### config.mk
export PLATFORM = sky130hd
export DESIGN_NAME = dmem_arbiter
export DESIGN_NICKNAME = d
export VERILOG_FILES = /design/src/rtl/dmem_arbiter.sv
export SDC_FILE = /design/constraint.sdc
export NUM_CORES = 1
export LEC_CHECK = 0
export BUFFER_PORTS_ARGS = -buffer_cell sky130_fd_sc_hd__buf_2
export CAP_MARGIN = 30
export CELL_PAD_IN_SITES_DETAIL_PLACEMENT = 2
export CELL_PAD_IN_SITES_GLOBAL_PLACEMENT = 2
export CORE_ASPECT_RATIO = 1.1
export CORE_MARGIN = 3
export CORE_UTILIZATION = 26
export CTS_CLUSTER_SIZE = 14
export DETAILED_ROUTE_END_ITERATION = 12
export PLACE_DENSITY_LB_ADDON = 0.1
export RECOVER_POWER = 50
export SLEW_MARGIN = 40
export SYNTH_ARGS = -nofsm -noshare
export SYNTH_HDL_FRONTEND = slang
export SYNTH_SLANG_ARGS = --single-unit
### constraint.sdc
create_clock -name CLK -period 2.7 [get_ports CLK]
set_input_delay 0.405 -clock CLK [delete_from_list [all_inputs] [get_ports CLK]]
set_output_delay 0.405 -clock CLK [all_outputs]
set_load 0.02 [all_outputs]
### src/rtl/dmem_arbiter.sv
// dmem_arbiter: shares the single-port data memory between the pipeline MEM
// stage (port 0) and the debug/loader port (port 1).
//
// Ports:
//   CLK, RST                      clock, synchronous active-high reset
//   req0/we0/addr0/wdata0         port 0 request, write enable, word address, write data
//   gnt0, stall0                  port 0 accepted this cycle / pipeline freeze
//   rdata0, rvalid0               port 0 registered read data and completion pulse
//   req1/we1/addr1/wdata1         port 1 request fields
//   gnt1, rdata1, rvalid1, err1   port 1 grant, read data, completion, out-of-range pulse
//   mem_addr, mem_data, mem_op    command to memory (write on negedge when mem_op == SDW_OP)
//   mem_rdata                     combinational read data from memory
//
// Port 0 has fixed priority; port 1 is forced through after STARVE_MAX
// consecutive denied cycles. Grant-to-data latency is two cycles.
module dmem_arbiter #(
   parameter int unsigned DEPTH      = 256,
   parameter int unsigned STARVE_MAX = 4,
   parameter logic [5:0]  IDLE_OP    = 6'b111111,
   parameter logic [5:0]  SDW_OP     = 6'b101011
) (
   input  logic        CLK,
   input  logic        RST,
   input  logic        req0,
   input  logic        we0,
   input  logic [31:0] addr0,
   input  logic [31:0] wdata0,
   output logic        gnt0,
   output logic        stall0,
   output logic [31:0] rdata0,
   output logic        rvalid0,
   input  logic        req1,
   input  logic        we1,
   input  logic [31:0] addr1,
   input  logic [31:0] wdata1,
   output logic        gnt1,
   output logic [31:0] rdata1,
   output logic        rvalid1,
   output logic        err1,
   output logic [31:0] mem_addr,
   output logic [31:0] mem_data,
   output logic [5:0]  mem_op,
   input  logic [31:0] mem_rdata
);

   localparam int unsigned CW = (STARVE_MAX < 1) ? 1 : $clog2(STARVE_MAX + 1);

   logic [CW-1:0] starve_cnt;
   logic          starved;

   logic          cmd_valid;
   logic          cmd_we;
   logic          cmd_port;
   logic          cmd_inr;

   logic          any_gnt;
   logic          win_we;
   logic [31:0]   win_addr;
   logic [31:0]   win_data;

   assign starved = (starve_cnt == CW'(STARVE_MAX));

   assign gnt1    = ~RST & req1 & (~req0 | starved);
   assign gnt0    = ~RST & req0 & ~gnt1;
   assign stall0  = req0 & ~gnt0;
   assign any_gnt = gnt0 | gnt1;

   assign win_we   = gnt1 ? we1    : we0;
   assign win_addr = gnt1 ? addr1  : addr0;
   assign win_data = gnt1 ? wdata1 : wdata0;

   // Gated by RST so a reset raised in the cycle after a write grant
   // suppresses the negedge write of the in-flight command.
   assign mem_op = (cmd_valid & cmd_we & cmd_inr & ~RST) ? SDW_OP : IDLE_OP;

   always_ff @(posedge CLK) begin
      if (RST) begin
         cmd_valid  <= 1'b0;
         cmd_we     <= 1'b0;
         cmd_port   <= 1'b0;
         cmd_inr    <= 1'b0;
         mem_addr   <= '0;
         mem_data   <= '0;
         rdata0     <= '0;
         rdata1     <= '0;
         rvalid0    <= 1'b0;
         rvalid1    <= 1'b0;
         err1       <= 1'b0;
         starve_cnt <= '0;
      end else begin
         cmd_valid <= any_gnt;
         if (any_gnt) begin
            cmd_we   <= win_we;
            cmd_port <= gnt1;
            cmd_inr  <= (win_addr < 32'(DEPTH));
            mem_addr <= win_addr;
            mem_data <= win_data;
         end

         rvalid0 <= cmd_valid & ~cmd_port;
         rvalid1 <= cmd_valid &  cmd_port;
         err1    <= cmd_valid &  cmd_port & ~cmd_inr;

         if (cmd_valid & ~cmd_we & ~cmd_port)
            rdata0 <= cmd_inr ? mem_rdata : '0;
         if (cmd_valid & ~cmd_we & cmd_port)
            rdata1 <= cmd_inr ? mem_rdata : '0;

         if (req1 & ~gnt1) begin
            if (!starved)
               starve_cnt <= starve_cnt + CW'(1);
         end else begin
            starve_cnt <= '0;
         end
      end
   end

endmodule

Word level (Yosys, flattened, before mapping)
Index checks and enable logic that the tools add are counted.
{"block": "word_totals", "wordCells": 46, "ff_bits": 138, "input_bits": 166, "output_inout_bits": 140}
{"block": "classes", "n_bitwise": 25, "mux": 5, "n_reduce_logical": 1, "n_eq_ne": 1, "order_cmp": 1, "n_addsub": 1}
{"op": "$mux 32", "count": 3}
{"op": "$lt 32x9->1 const B", "count": 1}
{"op": "$and 1x1->1", "count": 15}
{"op": "$not 1->1", "count": 8}
{"op": "$mux 5", "count": 1}
{"op": "$add 3x1->3 const B", "count": 1}
{"op": "$eq 3x3->1 const B", "count": 1}
{"op": "$or 1x1->1", "count": 2}
{"op": "$reduce_or 2->1", "count": 1}
{"op": "$mux 1", "count": 1}

Depth between registers and ports, before layout
Gate-level depths: netlist (run 1).
{"block": "depth", "depth_word": 7, "ltp_mapped": 8, "ltp_nobuf": 6}

Least setup slack after synthesis (run 1)
OpenSTA, ideal clock, no wires.
{"block": "synth_timing", "kind": "flip-flop to output port", "start": "register starve_cnt[0]", "end": "output stall0", "stages_incl_launch_ff": 9, "arrival_ps": 1558, "path_buffers": 2, "path_slack_ps": 737, "path_cell_list": "dfxtp_1 > inv_1 > ha_1 > nand2_1 > a21oi_2 > buf_4 > buf_6 > nor2_1 > nor2b_1"}
{"block": "synth_via", "elab_chain_cells": 7}
{"item": "start, declared", "line": "48", "text": "logic [CW-1:0] starve_cnt;"}
{"item": "start signal, assigned", "line": "111", "text": "starve_cnt <= starve_cnt + CW'(1);"}
{"item": "$eq 3x3->1", "line": "61", "text": "assign starved = (starve_cnt == CW'(STARVE_MAX));"}
{"item": "$or 1x1->1", "line": "63", "text": "assign gnt1 = ~RST & req1 & (~req0 | starved);"}
{"item": "$and 1x1->1", "line": "63"}
{"item": "$not 1->1", "line": "64", "text": "assign gnt0 = ~RST & req0 & ~gnt1;"}
{"item": "$and 1x1->1", "line": "64"}
{"item": "net gnt0", "line": "28", "text": "output logic gnt0,"}
{"item": "$not 1->1", "line": "65", "text": "assign stall0 = req0 & ~gnt0;"}
{"item": "$and 1x1->1", "line": "65"}
{"item": "end, declared", "line": "29", "text": "output logic stall0,"}
The timed path passes the listed nets, and every way through them passes these cells.

Worst setup path in the final report (run 1)
{"block": "layout_timing", "start": "register starve_cnt[0]", "end": "output gnt1"}
{"block": "layout_via", "elab_chain_cells": 3}
{"item": "$eq 3x3->1", "line": "61"}
{"item": "$or 1x1->1", "line": "63"}
{"item": "$and 1x1->1", "line": "63"}
{"item": "end, declared", "line": "36", "text": "output logic gnt1,"}
Every way passes these cells.

==> results.json, run 1 <==
{
  "ys.flop_type": "dfxtp_1",
  "post_cts_resized": 0,
  "fin_nets": 1082,
  "hold_viol_final": 0,
  "timing.rr.start": "starve_cnt[0]",
  "slew_headroom": 0.462,
  "vias": 5848,
  "pre_cts_ws_ps": 760,
  "required_ps": 2300,
  "worstPathArrival_ps": 1890,
  "post_drt_wl_per_cell_um": 18.8,
  "combinationalPowerShare": 0.120,
  "clk_pin_slew_ps": 60,
  "critPathMaxFanout": 30,
  "hold_buffers": 0,
  "dieHeight_um": 162,
  "swShare": 0.265,
  "final_antenna_net_count": 0,
  "synth_edf_count": 0,
  "synth_seq_cells": 138,
  "synth_area_leader_cell": "dfxtp_1",
  "p_leak_nw": 2.92,
  "cts_buffers": 17,
  "hp-class": "in2reg",
  "min_to": "mem_data[15]",
  "drt_wl_total_um": 22800,
  "fin_crit_ps": 2300,
  "rows": 56,
  "period_share": 0.851,
  "cts_tree": "built",
  "synth_area_leaders": "dfxtp_1 (48%), mux2i_1 (12%), nand3_1 (5.7%)",
  "clock_latency_ps": 420,
  "dr.pass1.iters": 4,
  "drt_iter0_drc": 143,
  "grt_antenna_before_repair": 2,
  "finalClockSkew_ps": 10.2,
  "via_per_inst": 4.81,
  "postCtsSetupRepairBufs": 0,
  "die_x_um": 148,
  "grt_max_degree": 96,
  "switchingPower_w": 0.00137,
  "io_pins": 306,
  "design.die.area_um2": 23900,
  "syn_inst": 639,
  "rrSetupSlack_ps": 750,
  "grt-ovfl-total": 0,
  "synth-seq-area-share": 0.482,
  "grt_pass1_wl_um": 35800,
  "yosys.area.top_type_share": 0.482,
  "root_buffer": "clkbuf_16",
  "finalWorstSetupSlack_ps": 402,
  "synth.avg_cell_area_um2": 8.98,
  "synthToLayoutAreaGrowth_pct": 37.3,
  "yosysWarnings": 0,
  "ys_types": 39,
  "layout_commonest_cell": "buf_2",
  "finalSetupTns_ps": 0,
  "min_from": "wdata0[15]",
  "internal-power_w": 0.00379,
  "syn_area_um2": 5740,
  "hold_path_depth": 3,
  "fp.coreArea_um2": 21500,
  "clockBufferDepth": 2,
  "setup_viol_count_final": 0,
  "globalplace.congestion": 0.786,
  "outcome": "finished, final reports clean",
  "tightest_slew_ps": 806,
  "nFillCells": 2544,
  "reg2reg_depth": 7,
  "place.detailed.hpwl_um": 17300,
  "port_buffers": 301,
  "track_usage": 0.189,
  "cts_max_level": 4,
  "seqPwrFrac": 0.419,
  "ys_async_sr_fraction": 0,
  "insertedDiodeCount": 0,
  "critPathKind": "reg2out",
  "r2r_end": "mem_addr[25]",
  "start_util": 0.267,
  "peakVddDrop_uv": 384,
  "power_density_nw_per_um2": 655,
  "endpoint_kind": "primary output",
  "layout_common_cells": "buf_2 (169), dfxtp_1 (137), clkbuf_1 (132)",
  "first_global_vias": 6554,
  "maxCapViolations": 0,
  "layout-drive-gt1-share": 0.239,
  "cts.sinks": 138,
  "timing.fmax_mhz": 435,
  "rsz0062_at_grt": "false",
  "power_frac_clock": 0.461,
  "drv_slew": 0,
  "remaining_drc_errors": 0,
  "crit_path_start_kind": "register"
}
==> final cells by class <==
type                       count  area [um^2]  share of cell area
clock inverter                13          168              0.0213
sequential                   138         2760               0.351
multi-input combinational    438         2670               0.339
clock buffer                  18          429              0.0545
timing repair buffer         315         1470               0.186
inverter                       4         15.0             0.00191
tap                          290          363              0.0461
==> per-stage QoR <==
stage / power [W] / util / instance area (um^2) / hold WS, ps / instances
final: 0.00516 / 0.366 / 7870 / 251 / 1216
after global routing: 0.00541 / 0.366 / 7870 / 242 / 1216
after CTS: 0.00528 / 0.374 / 8040 / 229 / 1216
after detailed placement: 0.00286 / 0.346 / 7440 / 447 / 1185
after global placement: 0.00283 / 0.346 / 7440 / 438 / 1185
after floorplan: 0.00254 / - / 5750 / 425 / 642
==> flip-flops by register name (all words and copies together) (netlist names) <==
signal / cells
mem_addr: 32
mem_data: 32
rdata0: 32
rdata1: 32
starve_cnt: 3
cmd_inr: 1
cmd_port: 1
cmd_valid: 1
cmd_we: 1
err1: 1
rvalid0: 1
rvalid1: 1
==> synthesized netlist by cell type, types with 2 or more instances <==
| cell | instances |
|---|---|
| a21oi_1 | 64 |
| clkbuf_1 | 36 |
| nor2b_1 | 5 |
| inv_1 | 3 |
| nand2_1 | 66 |
| or4_1 | 4 |
| nand3_1 | 65 |
| nand3b_1 | 41 |
| nor4_1 | 6 |
| buf_2 | 11 |
| nor3b_1 | 2 |
| nor2_1 | 31 |
| o21ai_1 | 38 |
| ha_1 | 2 |
| nand4_1 | 2 |
| nor3_1 | 2 |
| a211oi_1 | 24 |
| dfxtp_1 | 138 |
| mux2i_1 | 66 |
| o21ai_0 | 2 |
| buf_6 | 4 |
| buf_4 | 10 |
==> power by group through the flow <==
stage | logic, W | registers, W | clock network (W)
final | 0.000618 | 0.00216 | 0.00238
after global routing | 0.000680 | 0.00217 | 0.00256
after CTS | 0.000653 | 0.00216 | 0.00246
after detailed placement | 0.000650 | 0.00220 | 0
after global placement | 0.000633 | 0.00220 | 0
after floorplan | 0.000252 | 0.00229 | 0
==> logic make-up after synthesis <==
logic type / synth area share
muxes: 0.115
other: 0.000654
adders and majority gates: 0.00436
AOI/OAI and AO/OA: 0.132
buffers and inverters: 0.0574
and+or+nand+nor: 0.209
DFF: 0.482
==> critical path: stages (launching register included) <==
cell,delay [ps]
dfxtp_1,320
inv_1,70
ha_1,200
nand2_1,140
a21oi_4,270
buf_12,260
buf_2,210
==> worst max path at each step <==
stage | startpoint | endpoint | slack (ps) | depth (start not counted)
2_1_floorplan | starve_cnt[0] | stall0 | 740 | 8
3_3_place_gp | RST | cmd_inr | 730 | 6
3_5_place_dp | starve_cnt[0] | mem_addr[23] | 760 | 7
4_1_cts | starve_cnt[0] | gnt1 | 360 | 6
5_1_grt | starve_cnt[0] | gnt1 | 250 | 6
6_report | starve_cnt[0] | gnt1 | 400 | 6
==> layer usage <==
layer / routed length, um / vias up / global-route usage
met5: 27 / - / 0
li1: - / 2797 / -
met1: 9030 / 2830 / 0.207
met2: 12000 / 188 / 0.349
met4: 391 / 4 / 0.0559
met3: 1410 / 29 / 0.0589
Note: power is estimated with default switching activity, not from simulation.
==> run 2: changes to the inputs <==
--- a/config.mk
+++ b/config.mk
@@ -11,5 +11,4 @@
 export CELL_PAD_IN_SITES_GLOBAL_PLACEMENT = 2
 export CORE_ASPECT_RATIO = 1.1
-export CORE_MARGIN = 3
 export CORE_UTILIZATION = 26
 export CTS_CLUSTER_SIZE = 14
==> constraint.sdc (replaced) <==
create_clock -name CLK -period 2.7 [get_ports CLK]
set_input_delay 0.675 -clock CLK [delete_from_list [all_inputs] [get_ports CLK]]
set_output_delay 0.675 -clock CLK [all_outputs]
set_load 0.02 [all_outputs]
==> run 2 against run 1 <==
Core utilization rose by 0.16 points. Critical path type unchanged. Register-to-register slack got worse by 80 ps. Largest power group unchanged. Non-clock buffer count fell by 2. Final area rose by 0.45%. Sequential cell count did not move. Largest cell class unchanged.
==> results.json, run 2 (synthesized netlist as in run 1, its figures left out) <==
{
  "post_cts_resized": 0,
  "track_usage": 0.194,
  "switchingPower_w": 0.00138,
  "design.die.area_um2": 22700,
  "cts_tree": "built",
  "clock_latency_ps": 420,
  "grt_max_degree": 75,
  "hold_viol_final": 0,
  "first_global_vias": 6444,
  "postCtsSetupRepairBufs": 0,
  "outcome": "finished, final reports clean",
  "fin_area_um2": 7910,
  "tightest_slew_ps": 1310,
  "grt-ovfl-total": 0,
  "clockBufferDepth": 2,
  "finalClockSkew_ps": 7.27,
  "grt_antenna_before_repair": 3,
  "fin_crit_ps": 2420,
  "fin_nets": 1080,
  "min_from": "rdata1[29]",
  "fin_cells": 1216,
  "cts_buffers": 17,
  "p_leak_nw": 3.00,
  "hold_buffers": 0,
  "fp.coreArea_um2": 21500,
  "internal-power_w": 0.00389,
  "maxCapViolations": 0,
  "required_ps": 2030,
  "final_antenna_net_count": 0,
  "critPathKind": "reg2out",
  "port_buffers": 301,
  "vias": 5820,
  "rsz0062_at_grt": "false",
  "timing.rr.start": "starve_cnt[0]",
  "period_share": 0.897,
  "layout_commonest_cell": "buf_2",
  "globalplace.congestion": 0.795,
  "io_pins": 306,
  "dp.cells": 1183,
  "r2r_end": "mem_data[30]",
  "reg2reg_depth": 7,
  "post_drt_wl_per_cell_um": 18.4,
  "cts.sinks": 138,
  "placed_area_um2": 7420,
  "worstPathArrival_ps": 1750,
  "synthToLayoutAreaGrowth_pct": 37.9,
  "layout_common_cells": "buf_2 (189), dfxtp_1 (138), clkbuf_1 (111)",
  "clk_pin_slew_ps": 60,
  "endpoint_kind": "primary output",
  "start_util": 0.267,
  "die_x_um": 144,
  "power_frac_clock": 0.473,
  "grt_pass1_wl_um": 33700,
  "min_to": "rdata1[29]",
  "rows": 56,
  "layout-drive-gt1-share": 0.259,
  "setup_viol_count_final": 0,
  "place.detailed.hpwl_um": 16400,
  "swShare": 0.262,
  "critPathMaxFanout": 5,
  "remaining_drc_errors": 0,
  "hp-class": "reg2reg",
  "root_buffer": "clkbuf_16",
  "slew_headroom": 0.129,
  "via_per_inst": 4.79,
  "combinationalPowerShare": 0.117,
  "drt_iter0_drc": 137,
  "dr.pass1.iters": 4,
  "nFillCells": 2574,
  "drt_wl_total_um": 22300,
  "power_density_nw_per_um2": 666,
  "rrSetupSlack_ps": 670,
  "crit_path_start_kind": "register",
  "drv_slew": 0,
  "seqPwrFrac": 0.410,
  "dieHeight_um": 158,
  "peakVddDrop_uv": 395,
  "timing.fmax_mhz": 413,
  "cts_max_level": 4,
  "hold_path_depth": 2,
  "finalSetupTns_ps": 0
}
## run 2: cell types whose count changed in the layout (fill, tap and decap cells not counted), sizes merged
cell | before | now
diode | 0 | 2
buf | 184 | 201
clkinv | 5 | 6
bufinv | 3 | 4
clkinvlp | 2 | 1
clkbuf | 149 | 129
## run 2: power groups by stage
stage,Sequential [W],Clock (W),Combinational [W]
floorplan,0.00229,0,0.000252
finish,0.00216,0.00249,0.000616
CTS,0.00216,0.00257,0.000643
global placement,0.00220,0,0.000621
global route,0.00217,0.00264,0.000672
detailed placement,0.00220,0,0.000641
## run 2: worst max path at each step
stage / start / slack, ps / depth (start not counted) / endpoint
6_report: starve_cnt[0] / 280 / 7 / stall0
3_3_place_gp: RST / 470 / 6 / cmd_inr
4_1_cts: starve_cnt[0] / 240 / 7 / stall0
3_5_place_dp: RST / 430 / 6 / mem_data[19]
2_1_floorplan: RST / 260 / 7 / stall0
5_1_grt: starve_cnt[0] / 150 / 7 / stall0
## run 2: area by class of cell
type	count	area [um^2]	area share
diodes	2	5.00	0.000633
clock inverters	14	195	0.0247
multi-input cells	438	2670	0.337
flip-flops and latches	138	2760	0.349
inverters	4	15.0	0.00190
clock buffers	17	425	0.0538
well taps	290	363	0.0459
repair buffers	313	1470	0.186
## run 2: metal layers
metal,share of wire,up-vias,global-route usage
met3,0.068,37,0.0596
met5,0.00076,-,0
met1,0.40,2788,0.212
met2,0.51,192,0.347
li1,-,2801,-
met4,0.024,2,0.0800
## run 2: through the flow
| step | utilization | setup WS, ps | hold WS, ps | total power (W) |
|---|---|---|---|---|
| 4_1_cts | 0.374 | 236 | 454 | 0.00537 |
| 6_report | 0.368 | 279 | 454 | 0.00527 |
| 3_5_place_dp | 0.345 | 426 | 446 | 0.00284 |
| 3_3_place_gp | 0.345 | 468 | 439 | 0.00282 |
| 2_1_floorplan | - | 261 | 425 | 0.00254 |
| 5_1_grt | 0.368 | 146 | 478 | 0.00548 |
## run 2: worst max-delay path, cell delays in order (launching register included)
cell,delay (ps)
dfxtp_1,330
inv_1,70
ha_1,190
nand2_1,140
a21oi_4,220
nor2_1,90
nor2b_1,120
buf_2,170
